--- src/rtl/program_loader_pkg.sv ---
// Shared definitions for the program loader: opcode field, terminator opcode, state encoding.
package program_loader_pkg;

  localparam int unsigned DATA_W  = 32;
  localparam int unsigned OPC_MSB = 31;
  localparam int unsigned OPC_LSB = 26;
  localparam int unsigned OPC_W   = OPC_MSB - OPC_LSB + 1;

  localparam logic [OPC_W-1:0] TERM_OPCODE = 6'b111111;

  typedef enum logic [2:0] {
    ST_IDLE      = 3'd0,
    ST_LOAD      = 3'd1,
    ST_FLUSH     = 3'd2,
    ST_START     = 3'd3,
    ST_WAIT_BUSY = 3'd4,
    ST_RUN       = 3'd5
  } state_e;

  // True when the word carries the end-of-program opcode.
  function automatic logic is_term(input logic [DATA_W-1:0] word);
    return word[OPC_MSB:OPC_LSB] == TERM_OPCODE;
  endfunction

endpackage

--- src/rtl/program_loader.sv ---
// Streams host instruction words into instruction memory, then launches the CPU
// sequencer and waits for it to finish before accepting a new program.
module program_loader
  import program_loader_pkg::*;
#(
  parameter int unsigned ADDR_W    = 8,
  parameter int unsigned BASE_ADDR = 0
) (
  input  logic              Clock,
  input  logic              ResetN,
  input  logic              LoadValid,
  input  logic [DATA_W-1:0] LoadData,
  output logic              LoadReady,
  input  logic              End,
  output logic              MemWriteEnable,
  output logic [ADDR_W-1:0] MemAddress,
  output logic [DATA_W-1:0] MemWriteData,
  output logic              ProgramStart,
  output logic [ADDR_W:0]   WordCount,
  output logic              Error
);

  localparam logic [ADDR_W:0]   WC_LAST = {1'b0, {ADDR_W{1'b1}}};
  localparam logic [ADDR_W:0]   WC_FULL = {1'b1, {ADDR_W{1'b0}}};
  localparam logic [ADDR_W:0]   WC_ONE  = (ADDR_W+1)'(1);
  localparam logic [ADDR_W-1:0] BASE    = ADDR_W'(BASE_ADDR);

  state_e              state, state_d;
  logic                beat, term;
  logic                we_d, start_d, err_d;
  logic [ADDR_W-1:0]   addr_d;
  logic [DATA_W-1:0]   data_d;
  logic [ADDR_W:0]     wc_d, wc_base;

  // Ready depends on End in the same cycle so a busy CPU blocks the beat at once.
  assign LoadReady = ResetN & End & ((state == ST_IDLE) | (state == ST_LOAD));
  assign beat      = LoadValid & LoadReady;
  assign term      = is_term(LoadData);

  // Next-state and next-output logic.
  always_comb begin
    state_d = state;
    we_d    = 1'b0;
    addr_d  = MemAddress;
    data_d  = MemWriteData;
    wc_d    = WordCount;
    wc_base = WordCount;
    err_d   = Error;
    start_d = 1'b0;

    case (state)
      ST_IDLE: begin
        if (beat) begin
          wc_base = '0;
          err_d   = 1'b0;
          state_d = term ? ST_FLUSH : ST_LOAD;
        end
      end
      ST_LOAD: begin
        if (beat) begin
          if (term) begin
            state_d = ST_FLUSH;
          end else if (WordCount == WC_LAST) begin
            err_d   = 1'b1;
            state_d = ST_IDLE;
          end
        end
      end
      ST_FLUSH:     state_d = ST_START;
      ST_START:     state_d = ST_WAIT_BUSY;
      ST_WAIT_BUSY: if (!End) state_d = ST_RUN;
      ST_RUN:       if (End) state_d = ST_IDLE;
      default:      state_d = ST_IDLE;
    endcase

    if (beat) begin
      we_d   = 1'b1;
      addr_d = BASE + wc_base[ADDR_W-1:0];
      data_d = LoadData;
      wc_d   = (wc_base == WC_FULL) ? wc_base : wc_base + WC_ONE;
    end

    start_d = (state_d == ST_START);
  end

  // State and registered outputs.
  always_ff @(posedge Clock or negedge ResetN) begin
    if (!ResetN) begin
      state          <= ST_IDLE;
      MemWriteEnable <= 1'b0;
      MemAddress     <= BASE;
      MemWriteData   <= '0;
      ProgramStart   <= 1'b0;
      WordCount      <= '0;
      Error          <= 1'b0;
    end else begin
      state          <= state_d;
      MemWriteEnable <= we_d;
      MemAddress     <= addr_d;
      MemWriteData   <= data_d;
      ProgramStart   <= start_d;
      WordCount      <= wc_d;
      Error          <= err_d;
    end
  end

endmodule

--- config.mk ---
export PLATFORM = sky130hd
export DESIGN_NAME = program_loader
export DESIGN_NICKNAME = d
export VERILOG_FILES = /design/src/rtl/program_loader_pkg.sv /design/src/rtl/program_loader.sv
export SDC_FILE = /design/constraint.sdc
export NUM_CORES = 1
export LEC_CHECK = 0
export ABC_CLOCK_PERIOD_IN_PS = 3000
export CAP_MARGIN = 20
export CORE_MARGIN = 5
export CORE_UTILIZATION = 44
export DETAILED_ROUTE_END_ITERATION = 16
export PLACE_DENSITY_LB_ADDON = 0.25
export SYNTH_ARGS = -nofsm -noshare
export SYNTH_HDL_FRONTEND = slang
export SYNTH_SLANG_ARGS = --single-unit
--- constraint.sdc ---
create_clock -name Clock -period 3 [get_ports Clock]
set_clock_uncertainty 0.15 [all_clocks]
set_input_delay 0.6 -clock Clock [delete_from_list [all_inputs] [get_ports Clock]]
set_output_delay 0.6 -clock Clock [all_outputs]
set_load 0.03 [all_outputs]
==> impl_summary.log <==
[metrics] worst slew slack as a fraction of its limit: 0.539
[metrics] crit start category: input port
[metrics] post-synthesis sequential area ratio: 0.591
[metrics] arrival time reported for the critical path endpoint: between 2000 and 2500 ps
[metrics] fin. max-slew vios: 0
[metrics] count of input and output buffers: 88
[metrics] area of the core region: between 0.005 and 0.006 mm²
[metrics] Antenna Nets Post-Route: 0
[metrics] slew at the pin with the worst max-slew slack: roughly 700 ps
[metrics] initial antenna violation count: 0
[metrics] CTS tree: yes
[metrics] Synth Register Bits: 55
[metrics] DRT Wirelength: 6.08 mm
[metrics] wire length of the first global-routing pass: ~9.5 mm
[metrics] Sum Neg Setup Slack: 0 ps
[metrics] top_reg_cell synth: dfrtp_1
[metrics] total of fill cells in the finished design: between 400 and 500
[metrics] type of element capturing the critical path: primary output
[metrics] Avg Vias per Cell: about 5.0
[metrics] Mapped Cells: around 260
[metrics] maximum achievable frequency: about 360 MHz
[metrics] sum of overflow across all layers after global routing: 0
[metrics] number of synthesized flops with an enable pin: 0
[metrics] standard-cell rows: 26
[metrics] clock-pin slew on the worst setup and hold paths: ~90 ps
[metrics] Detailed Routing Iterations Pass 1: 4
[metrics] Avg Synthesized Cell Area: 9.03 µm²
[metrics] startpoint-to-endpoint class of the critical path: in -> out
[metrics] fraction of post-synthesis cell area in the top cell type by area: 0.591
[metrics] DRC viols: 0
[metrics] worst hold slack: approximately 330 ps
[metrics] final period utilization: 0.934
[metrics] number of top-level pins: a little under 90
[metrics] Die Footprint: 0.00685 mm²
[metrics] detailed placer's ending HPWL: between 4 and 5 mm
[metrics] TritonCTS buffer count: 5
[metrics] Worst IR Drop VDD: 0.534 mV
[metrics] routability cong.: approximately 0.83
[metrics] required time worst endpoint: approximately 2300 ps
[metrics] FFs w/ async S/R, synth: 1.00
[metrics] sequential standard cell area: 0.00138 mm²
[metrics] Initial Utilization: 0.453
[metrics] largest buffer count on any clock path: 2
[metrics] final setup fails: 0
[metrics] crit path max fanout: 3
[metrics] root buffer selected by CTS: clkbuf_8
[metrics] cell type with the largest total area after synthesis: dfrtp_1
[metrics] MaxCap Viol Count: 0
[metrics] final hold violation count: 0
[metrics] total power density per cell area: around 740 mW/mm²
[metrics] run status: completed
[metrics] number of global-route vias before repair: between 1500 and 2000
[metrics] top cells by area in the synthesized netlist: dfrtp_1, nand2_1, o21ai_0, nand3_1, buf_4
[metrics] Worst Hold Class: reg -> reg
[metrics] Tmin final: between 2000 and 3000 ps
[metrics] Final Net Count: approximately 380
[metrics] fraction of final layout cells sized beyond drive strength 1: 0.0435
[metrics] DRC marker count from the first detailed-route iteration: 70
[metrics] fin util: 0.649
[metrics] Die X: 82.8 µm
[metrics] count of unique library cells instantiated by Yosys: 31
[metrics] post-CTS repair timing setup buffer count: 0
[metrics] multi-input logic area: 865 µm²
[metrics] post-detailed-route wirelength per cell: 14.7 µm
[metrics] depth of the CTS H-tree: 2
[metrics] Lkg Pwr: roughly 1.6 nW
[metrics] pin count of the biggest net entering global routing: between 60 and 70
[metrics] Synth Cell Area: around 0.0023 mm²
[metrics] Antenna diodes: 0
[metrics] synthesis warning total: 0
[metrics] growth of design area from synthesis to finish: 43.1%
[metrics] number of instances resized during post-cts repair: 0
[metrics] GRT Util Overall: 0.183
[metrics] Post-CTS Hold Buffers: 0
[metrics] number of nets in the synthesized netlist: 295
[metrics] Vert. Die Dim: slightly above 80 µm
[metrics] number of vias after detailed routing: about 2100
[metrics] later-pin clock latency in the skew report: around 300 ps
[metrics] setup repair after global routing missed its margin: false
[metrics] number of clock sinks seen by CTS: 55
registers in the layout, indices dropped and copies added, names as in the netlist:
register / flops
MemWriteEnable: 1
state: 3
WordCount: 9
Error: 1
MemWriteData: 32
MemAddress: 8
ProgramStart: 1
worst paths after layout:
kind,from,end,cells past startpoint,slack (ps)
setup / recovery,End,LoadReady,3,200
hold / removal,MemWriteData[15],MemWriteData[15],2,330
setup reg to reg,state[1],WordCount[8],9,700
hold reg to reg,MemWriteData[15],MemWriteData[15],2,330
max in group asynchronous,ResetN,MemWriteData[31],2,1880
min in group asynchronous,ResetN,MemAddress[5],2,360
cell type report:
cell class | instances | area share
Multi-Input combinational cell | 186 | 0.259
Tap cell | 70 | 0.0263
Sequential cell | 55 | 0.413
Clock inverter | 1 | 0.00150
Inverter | 3 | 0.00338
Clock buffer | 7 | 0.0229
Timing Repair Buffer | 93 | 0.274
metal layers:
metal / share of wire / up-vias / global-route usage
met5: 0 / - / 0
met4: 0.011 / 0 / 0.0621
met3: 0.074 / 8 / 0.0358
met2: 0.49 / 65 / 0.308
met1: 0.43 / 975 / 0.235
li1: - / 1016 / -
power by group:
part | switching [W] | internal [W]
clock | 0.000227 | 0.000165
combinational | 0.000610 | 0.000429
sequential | 0.000131 | 0.000903
stage by stage:
stage	power (W)	cells	cell area [µm²]	setup slack, ps
floorplan	0.00162	258	2330	543
global placement	0.00207	407	3250	208
detailed placement	0.00210	407	3250	160
CTS	0.00249	415	3330	191
global route	0.00262	415	3330	158
finish	0.00246	415	3330	198
worst max-delay path, cell delays in order:
cell and delay [ps]:
clkdlybuf4s50_1 460, and4bb_2 300, clkdlybuf4s50_1 690
placed cells by master (no fill, tap or decap), types with 2 or more instances in the layout:
cell type	n
inv_1	2
a21boi_0	2
clkbuf_1	2
nor2_1	5
nand4_1	3
o21ai_0	20
clkdlybuf4s50_1	87
a22o_1	4
a32o_1	2
clkbuf_8	5
o31ai_1	3
a21oi_1	2
or4_1	2
nand3_1	8
nand2_1	121
buf_4	5
dfrtp_1	55
synthesized netlist by cell type (3+ instances only):
| cell type | instances |
|---|---|
| nand2_1 | 121 |
| dfrtp_1 | 55 |
| o21ai_0 | 20 |
| nand3_1 | 8 |
| buf_2 | 5 |
| buf_4 | 5 |
| nor2_1 | 5 |
| a22o_1 | 4 |
| clkbuf_1 | 4 |
| nand4_1 | 3 |
| o31ai_1 | 3 |
cell families (layout without fill, tap and decap cells):
family | count (synthesis) | in the layout | synth area share
buffers and inverters | 17 | 104 | 0.0381
flip-flops | 55 | 55 | 0.591
adder cells (fa/ha/maj) | 1 | 1 | 0.00537
AO/OA/AOI/OAI | 35 | 35 | 0.0951
AND/OR/NAND/NOR | 150 | 150 | 0.271
Note: power is estimated with default switching activity, not from simulation.
